## config.mk

```make
export PLATFORM = sky130hd
export DESIGN_NAME = ctrl_pipe
export DESIGN_NICKNAME = d
export VERILOG_FILES = /design/src/rtl/riscv_pkg.sv /design/src/rtl/hazard_detect.sv /design/src/rtl/ctrl_pipe.sv
export SDC_FILE = /design/constraint.sdc
export NUM_CORES = 1
export LEC_CHECK = 0
export ABC_AREA = 1
export ABC_CLOCK_PERIOD_IN_PS = 2100
export CORE_MARGIN = 5
export CORE_UTILIZATION = 42
export CTS_CLUSTER_SIZE = 25
export DETAILED_ROUTE_END_ITERATION = 8
export PLACE_DENSITY_LB_ADDON = 0.25
export SETUP_SLACK_MARGIN = 0.1
export SYNTH_ARGS = -nofsm -noshare
export SYNTH_HDL_FRONTEND = slang
export SYNTH_SLANG_ARGS = --single-unit
export TNS_END_PERCENT = 10
```

## constraint.sdc

```tcl
create_clock -name clk -period 2.1 [get_ports clk]
set_input_delay 0.63 -clock clk [delete_from_list [all_inputs] [get_ports clk]]
set_output_delay 0.63 -clock clk [all_outputs]
set_load 0.03 [all_outputs]
```

## src/rtl/riscv_pkg.sv

```systemverilog
// Shared decoder control types, opcode constants and register-usage helpers
// for the downstream control pipeline.
package riscv_pkg;

  typedef enum logic [1:0] {
    CT_NONE   = 2'b00,
    CT_BRANCH = 2'b01,
    CT_JAL    = 2'b10,
    CT_JALR   = 2'b11
  } ctrl_transfer_e;

  typedef struct packed {
    logic           alu_src;
    logic           wb_data_src;
    logic           reg_write;
    logic           mem_read;
    logic           mem_write;
    logic [1:0]     alu_op;
    ctrl_transfer_e ctrl_transfer;
  } ctrl_t;

  typedef struct packed {
    logic wb_data_src;
    logic reg_write;
    logic mem_read;
    logic mem_write;
  } mem_ctrl_t;

  typedef struct packed {
    logic wb_data_src;
    logic reg_write;
  } wb_ctrl_t;

  localparam logic [6:0] OP     = 7'b0110011;
  localparam logic [6:0] OP_IMM = 7'b0010011;
  localparam logic [6:0] LOAD   = 7'b0000011;
  localparam logic [6:0] STORE  = 7'b0100011;
  localparam logic [6:0] BRANCH = 7'b1100011;
  localparam logic [6:0] JAL    = 7'b1101111;
  localparam logic [6:0] JALR   = 7'b1100111;

  localparam ctrl_t CTRL_BUBBLE = '0;

  function automatic logic uses_rs1(input logic [6:0] opcode);
    return opcode != JAL;
  endfunction

  function automatic logic uses_rs2(input logic [6:0] opcode);
    return (opcode == OP) || (opcode == STORE) || (opcode == BRANCH);
  endfunction

endpackage

```

## src/rtl/hazard_detect.sv

```systemverilog
// Combinational hazard detection: load-use and redirect, plus the PC and
// IF/ID enables resolved by priority (stall > redirect > load-use).
module hazard_detect
  import riscv_pkg::*;
#(
  parameter int unsigned REG_ADDR_W = 5
) (
  input  logic [6:0]            id_opcode,
  input  logic                  id_valid,
  input  logic [REG_ADDR_W-1:0] id_rs1,
  input  logic [REG_ADDR_W-1:0] id_rs2,
  input  logic                  ex_valid,
  input  logic                  ex_mem_read,
  input  ctrl_transfer_e        ex_ctrl_transfer,
  input  logic [REG_ADDR_W-1:0] ex_rd,
  input  logic                  ex_redirect,
  input  logic                  mem_stall,
  output logic                  load_use,
  output logic                  redirect,
  output logic                  pc_write,
  output logic                  if_id_write,
  output logic                  if_id_flush
);

  logic raw_load_use;

  always_comb begin
    redirect     = ex_redirect && ex_valid && (ex_ctrl_transfer != CT_NONE);
    raw_load_use = ex_valid && ex_mem_read && (ex_rd != '0) && id_valid &&
                   ((uses_rs1(id_opcode) && (id_rs1 == ex_rd)) ||
                    (uses_rs2(id_opcode) && (id_rs2 == ex_rd)));
    // A redirect squashes the ID instruction, so its load-use is moot.
    load_use     = raw_load_use && !redirect;

    pc_write    = 1'b1;
    if_id_write = 1'b1;
    if_id_flush = 1'b0;
    if (mem_stall) begin
      pc_write    = 1'b0;
      if_id_write = 1'b0;
    end else if (redirect) begin
      if_id_flush = 1'b1;
    end else if (load_use) begin
      pc_write    = 1'b0;
      if_id_write = 1'b0;
    end
  end

endmodule

```

## src/rtl/ctrl_pipe.sv

```systemverilog
// ID/EX, EX/MEM and MEM/WB control registers with bubble insertion for
// load-use and redirect, global memory stall, and saturating hazard counters.
module ctrl_pipe
  import riscv_pkg::*;
#(
  parameter int unsigned REG_ADDR_W = 5,
  parameter int unsigned CNT_W      = 16
) (
  input  logic                  clk,
  input  logic                  reset,
  input  logic [6:0]            id_opcode,
  input  logic [8:0]            id_ctrl,
  input  logic                  id_valid,
  input  logic [REG_ADDR_W-1:0] id_rs1,
  input  logic [REG_ADDR_W-1:0] id_rs2,
  input  logic [REG_ADDR_W-1:0] id_rd,
  input  logic                  ex_redirect,
  input  logic                  mem_stall,
  output logic [8:0]            ex_ctrl,
  output logic                  ex_valid,
  output logic [REG_ADDR_W-1:0] ex_rd,
  output logic [3:0]            mem_ctrl,
  output logic                  mem_valid,
  output logic [REG_ADDR_W-1:0] mem_rd,
  output logic [1:0]            wb_ctrl,
  output logic                  wb_valid,
  output logic [REG_ADDR_W-1:0] wb_rd,
  output logic                  pc_write,
  output logic                  if_id_write,
  output logic                  if_id_flush,
  output logic [CNT_W-1:0]      load_use_cnt,
  output logic [CNT_W-1:0]      redirect_cnt
);

  ctrl_t                 id_ctrl_s;
  ctrl_t                 ex_ctrl_q, ex_ctrl_d;
  logic                  ex_valid_q, ex_valid_d;
  logic [REG_ADDR_W-1:0] ex_rd_q, ex_rd_d;
  mem_ctrl_t             mem_ctrl_q, mem_ctrl_d;
  logic                  mem_valid_q, mem_valid_d;
  logic [REG_ADDR_W-1:0] mem_rd_q, mem_rd_d;
  wb_ctrl_t              wb_ctrl_q, wb_ctrl_d;
  logic                  wb_valid_q, wb_valid_d;
  logic [REG_ADDR_W-1:0] wb_rd_q, wb_rd_d;
  logic [CNT_W-1:0]      load_use_cnt_q, load_use_cnt_d;
  logic [CNT_W-1:0]      redirect_cnt_q, redirect_cnt_d;
  logic                  load_use, redirect;

  assign id_ctrl_s = ctrl_t'(id_ctrl);

  hazard_detect #(
    .REG_ADDR_W (REG_ADDR_W)
  ) u_hazard_detect (
    .id_opcode        (id_opcode),
    .id_valid         (id_valid),
    .id_rs1           (id_rs1),
    .id_rs2           (id_rs2),
    .ex_valid         (ex_valid_q),
    .ex_mem_read      (ex_ctrl_q.mem_read),
    .ex_ctrl_transfer (ex_ctrl_q.ctrl_transfer),
    .ex_rd            (ex_rd_q),
    .ex_redirect      (ex_redirect),
    .mem_stall        (mem_stall),
    .load_use         (load_use),
    .redirect         (redirect),
    .pc_write         (pc_write),
    .if_id_write      (if_id_write),
    .if_id_flush      (if_id_flush)
  );

  always_comb begin
    ex_ctrl_d      = ex_ctrl_q;
    ex_valid_d     = ex_valid_q;
    ex_rd_d        = ex_rd_q;
    mem_ctrl_d     = mem_ctrl_q;
    mem_valid_d    = mem_valid_q;
    mem_rd_d       = mem_rd_q;
    wb_ctrl_d      = wb_ctrl_q;
    wb_valid_d     = wb_valid_q;
    wb_rd_d        = wb_rd_q;
    load_use_cnt_d = load_use_cnt_q;
    redirect_cnt_d = redirect_cnt_q;

    if (!mem_stall) begin
      wb_ctrl_d   = '{wb_data_src: mem_ctrl_q.wb_data_src,
                      reg_write:   mem_ctrl_q.reg_write};
      wb_valid_d  = mem_valid_q;
      wb_rd_d     = mem_rd_q;
      mem_ctrl_d  = '{wb_data_src: ex_ctrl_q.wb_data_src,
                      reg_write:   ex_ctrl_q.reg_write,
                      mem_read:    ex_ctrl_q.mem_read,
                      mem_write:   ex_ctrl_q.mem_write};
      mem_valid_d = ex_valid_q;
      mem_rd_d    = ex_rd_q;

      if (redirect || load_use || !id_valid) begin
        ex_ctrl_d  = CTRL_BUBBLE;
        ex_valid_d = 1'b0;
        ex_rd_d    = '0;
      end else begin
        ex_ctrl_d  = id_ctrl_s;
        ex_valid_d = 1'b1;
        ex_rd_d    = id_rd;
      end

      if (redirect && (redirect_cnt_q != '1))
        redirect_cnt_d = redirect_cnt_q + CNT_W'(1);
      if (load_use && (load_use_cnt_q != '1))
        load_use_cnt_d = load_use_cnt_q + CNT_W'(1);
    end
  end

  always_ff @(posedge clk) begin
    if (reset) begin
      ex_ctrl_q      <= CTRL_BUBBLE;
      ex_valid_q     <= 1'b0;
      ex_rd_q        <= '0;
      mem_ctrl_q     <= '0;
      mem_valid_q    <= 1'b0;
      mem_rd_q       <= '0;
      wb_ctrl_q      <= '0;
      wb_valid_q     <= 1'b0;
      wb_rd_q        <= '0;
      load_use_cnt_q <= '0;
      redirect_cnt_q <= '0;
    end else begin
      ex_ctrl_q      <= ex_ctrl_d;
      ex_valid_q     <= ex_valid_d;
      ex_rd_q        <= ex_rd_d;
      mem_ctrl_q     <= mem_ctrl_d;
      mem_valid_q    <= mem_valid_d;
      mem_rd_q       <= mem_rd_d;
      wb_ctrl_q      <= wb_ctrl_d;
      wb_valid_q     <= wb_valid_d;
      wb_rd_q        <= wb_rd_d;
      load_use_cnt_q <= load_use_cnt_d;
      redirect_cnt_q <= redirect_cnt_d;
    end
  end

  assign ex_ctrl      = ex_ctrl_q;
  assign ex_valid     = ex_valid_q;
  assign ex_rd        = ex_rd_q;
  assign mem_ctrl     = mem_ctrl_q;
  assign mem_valid    = mem_valid_q;
  assign mem_rd       = mem_rd_q;
  assign wb_ctrl      = wb_ctrl_q;
  assign wb_valid     = wb_valid_q;
  assign wb_rd        = wb_rd_q;
  assign load_use_cnt = load_use_cnt_q;
  assign redirect_cnt = redirect_cnt_q;

endmodule

```

Word level (Yosys, flattened, before mapping)
Index checks and enable logic that the tools add are counted.

Reductions and logical operators: 22. Add/sub/neg operators: 2. Bitwise gates (word level): 1. Eq/ne operators: 8. Mux-type cells: 8.

Operators with widths (count): $add A16 B1 Y16 const B (2); $ne A16 B16 Y1 const B (2); $eq A7 B6 Y1 const B (2); $logic_and A1 B1 Y1 (11); $eq A5 B5 Y1 (2); $mux W9 (1); $eq A7 B7 Y1 const B (1); $ne A7 B7 Y1 const B (1); $mux W1 (6); $logic_or A1 B1 Y1 (5); $mux W5 (1); $reduce_bool A5 Y1 (1); $reduce_and A2 Y1 (2); $logic_not A1 Y1 (2); $reduce_bool A2 Y1 (1); $not A1 Y1 (1).

Output and inout bits: 68. Bits in registers: 65. Logic and storage cells: 62.

Depth between registers and ports, before layout
Depth in word-level cells: 10. Gate-level depth with buffers: 14.

Hierarchy
A second synthesis with hierarchy kept.

Cell total of the unflattened synthesis: 552. Area, all modules: 3479.6 um^2.

Modules (own cells, without submodules): ctrl_pipe (area an instance 3189.3 um^2, cells an instance 487, instances 1); hazard_detect (area an instance 290.3 um^2, cells an instance 65, instances 1).

Worst setup path before layout
Ideal clock, no wire load.

Path type: input-to-output. Start: input port mem_stall. End: output port pc_write. Arrival: 1.738 ns. Data required time: 1.470 ns. Buffers on the path: 3. Stages: 6. Path slack: -0.268 ns. Path through: inv_1 -> clkbuf_1 -> buf_1 -> nand2_1 -> inv_1 -> buf_4.

Word-level cells in the longest chain between the ends: 1.

Ends and longest elaborated chain: from (decl) (RTL line ctrl_pipe.sv:18) `input logic mem_stall,`; $mux W1; to (decl) (RTL line ctrl_pipe.sv:28) `output logic pc_write,`.

Every way passes these cells.

Worst setup path after layout
Start: input port id_rs1[2]. End: output port if_id_write.

Word-level cells in the longest chain between the ends: 8.

Ends and longest elaborated chain: from (decl) (RTL line ctrl_pipe.sv:14) `input logic [REG_ADDR_W-1:0] id_rs1,`; $eq A5 B5 Y1 (RTL line hazard_detect.sv:30) `((uses_rs1(id_opcode) && (id_rs1 == ex_rd)) ||`; $logic_and A1 B1 Y1 (RTL line hazard_detect.sv:30); $logic_or A1 B1 Y1 (RTL line hazard_detect.sv:30); $logic_and A1 B1 Y1 (RTL line hazard_detect.sv:29) `raw_load_use = ex_valid && ex_mem_read && (ex_rd != '0) && id_valid &&`; $logic_and A1 B1 Y1 (RTL line hazard_detect.sv:33) `load_use = raw_load_use && !redirect;`; $mux W1 (RTL line hazard_detect.sv:43) `end else if (load_use) begin`; $mux W1 (RTL line hazard_detect.sv:41) `end else if (redirect) begin`; $mux W1 (RTL line hazard_detect.sv:38) `if (mem_stall) begin`; to (decl) (RTL line ctrl_pipe.sv:29) `output logic if_id_write,`.

Every way passes these cells.

==> run_results.csv <==
group,metric,value,unit
worst_setup_path,end_kind,"primary output",
timing,setup_ws,-126.7,ps
route,antenna_left,0,
timing,slew_violations,0,
power,peakVddDrop,0.0003150,V
timing,period_needed,2227,ps
yosys,ys.flop_type,"dfxtp_1",
yosys,synth_edf_count,0,
global_route,grt_max_degree,38,
route,vias,3372,
placement,place_congestion,0.8678,
route,wl,8959,um
floorplan,placementRows,32,
global_route,grtUsageMet2,0.3032,
worst_setup_path,setup.worst_path.start_class,"input port",
worst_hold_path,min_path_type,"reg -> reg",
cells_and_area,final_common_cell,"nand2_1",
clock_tree,cts_buffers,9,
cells_and_area,syn2layout_area_growth,44.46,%
clock_tree,cts_max_level,3,
timing,period_share,1.060,
global_route,grt_pass1_wl,14550,um
global_route,grt_pass1_vias,3128,
outcome,status,"finished with violations",
worst_setup_path,crit_type,"in -> out",
route,wire_per_inst,12.84,um
yosys,syn-num-nets,506,
global_route,grt-ovfl-total,0,
clock_tree,cts_tree,"yes",
floorplan,die_h,98.31,um
clock_tree,clk_latency,350,ps
cells_and_area,fin_nets,628,
cells_and_area,mostFrequentLayoutCells,"nand2_1 (98), nor2_1 (84), dfxtp_1 (60)",
yosys,postSynthAreaPerCell,6.999,um2
worst_setup_path,reg2reg_slack,100,ps
yosys,yosysUniqueCellTypes,33,
power,p_leak,2.294,nW
route,avgViaCountPerCell,4.831,
timing,hold_viol,0,
global_route,grt.total_usage,0.1815,
timing,slew_headroom,0.6373,
placement,io_buffers,103,
worst_setup_path,critPathMaxFanout,2,
timing,fin_skew,11.60,ps
floorplan,core_area,7647,um2
outcome,violations,"negative setup slack",
route,firstDrtPassIters,4,
yosys,ys_ff_latch,65,
power,total_power,0.002781,W
worst_setup_path,cp.arrival,1600,ps
clock_tree,cts_hold_buffers,0,
floorplan,dieArea,9665,um2
timing,rsz0062_at_grt,"true",
yosys,ys_seq_area_frac,0.3972,
clock_tree,clockBufferDepth,2,
yosys,yosysTopAreaCell,"dfxtp_1",
yosys,synthCells,468,
floorplan,initial_core_util,0.4283,
clock_tree,cts_sinks,65,
floorplan,pin_count,104,
worst_setup_path,cp.required,1470,ps
yosys,synth.area.top_cells,"dfxtp_1 (40%), nand2_1 (12%), nor2_1 (9.7%), inv_1 (4.7%), nand3_1 (4.4%)",
power,pwr_density_cell,587.6,nW/um2
global_route,antenna_found_initial,0,
global_route,grt.met1_usage,0.2248,
cells_and_area,drive_above_1_share,0.2000,
timing,setup_violations,2,
floorplan,die_width,98.31,um
timing,tightest_slew,544.0,ps
placement,hpwlAfterDp,6468,um
yosys,async_flop_share,0,
timing,fmax,449.1,MHz
run,cap_violations,0,
clock_tree,path_clk_slew,70,ps
route,drt_iter0_markers,123,
yosys,yosys.area.top_type_share,0.3972,
global_route,busiest_layer,"met2",
global_route,gr-usage-met3,0.04000,
yosys,syn_area,3276,um2
route,drc,0,
clock_tree,cts_root_buffer,"clkbuf_8",
timing,setup_tns,-251.5,ps
yosys,yosys_warnings,0,
kinds of logic after synthesis:
group / share of synthesized area
AOI/OAI and AO/OA: 0.1234
DFF: 0.3973
adders and majority gates: 0.007638
xor gates and xnor gates: 0.04278
buffers and inverters: 0.08595
and+or+nand+nor: 0.3430
Yosys cell counts (2+ instances only):
cell type	count
xor2_1	8
ha_1	2
clkbuf_1	9
inv_1	41
nand4_1	6
o21ai_0	25
nor2_2	7
inv_2	5
buf_1	2
nand2_2	4
buf_4	4
o21ai_1	4
nor3_1	6
a21oi_1	28
nand3_2	2
nor2_1	85
nor3b_2	2
xnor2_1	8
nor2_4	3
nand3_1	29
dfxtp_1	65
o21bai_2	8
nand2_1	104
buf_2	2
repair_timing:
action / in CTS / in global routing
setup endpoints to repair: 72 / 34
pin swaps: 27 / 14
gates resized for setup: 139 / 18
setup buffers: 5 / 3
metrics by stage:
| stage | setup WS (ps) | hold slack [ps] | utilization | instance area (um2) | cells |
|---|---|---|---|---|---|
| after floorplan | 31.88 | 468.5 | - | 3303 | 468 |
| after global placement | -485.9 | 444.6 | 0.5887 | 4502 | 673 |
| after detailed placement | -497.5 | 456.0 | 0.5887 | 4502 | 673 |
| after CTS | -95.37 | 469.2 | 0.6073 | 4644 | 694 |
| after global routing | -193.0 | 490.1 | 0.6185 | 4730 | 697 |
| final | -126.7 | 464.4 | 0.6188 | 4732 | 698 |
metal layers:
layer  vias to the layer above  wire length [um]
li1                       1730                 -
met1                      1536              4026
met2                        87              4196
met3                        19               519
met4                         0               217
met5                         -                 0
flip-flops by register name, indices dropped and copies added, names as in the netlist:
name	count
redirect_cnt	16
wb_rd	5
load_use_cnt	16
wb_ctrl	2
ex_rd	5
mem_ctrl	4
mem_valid	1
ex_valid	1
mem_rd	5
ex_ctrl	9
wb_valid	1
worst paths after layout:
| check | from | endpoint | cells after the start |
|---|---|---|---|
| worst min register to register | ex_ctrl[2] | ex_ctrl[2] | 2 |
| worst min-delay path | ex_ctrl[2] | ex_ctrl[2] | 2 |
| worst max register to register | ex_rd[1] | load_use_cnt[12] | 16 |
| worst max-delay path | id_rs1[2] | if_id_write | 9 |
power breakdown:
group,internal (W),switching (W)
sequential,0.00126,0.0000261
clock,0.000662,0.000496
combinational,0.000138,0.000195
worst max-delay path, stage by stage:
cell	delay, ps
clkdlybuf4s15_1	180
xor2_1	140
nor2_1	120
nand2_1	70
nand2_2	90
nand3_2	90
nand2_2	90
inv_2	50
buf_6	130
layout make-up:
class                   count  area [um2]
inverters                  46       177.7
multi-input cells         338        1764
diodes                      1       2.502
repair buffers            130        1137
fillers                   717        2915
flip-flops and latches     65        1313
clock buffers              10       127.6
well taps                 102       127.6
clock inverters             6       82.58
No activity file was read; power rests on OpenSTA's default activity.
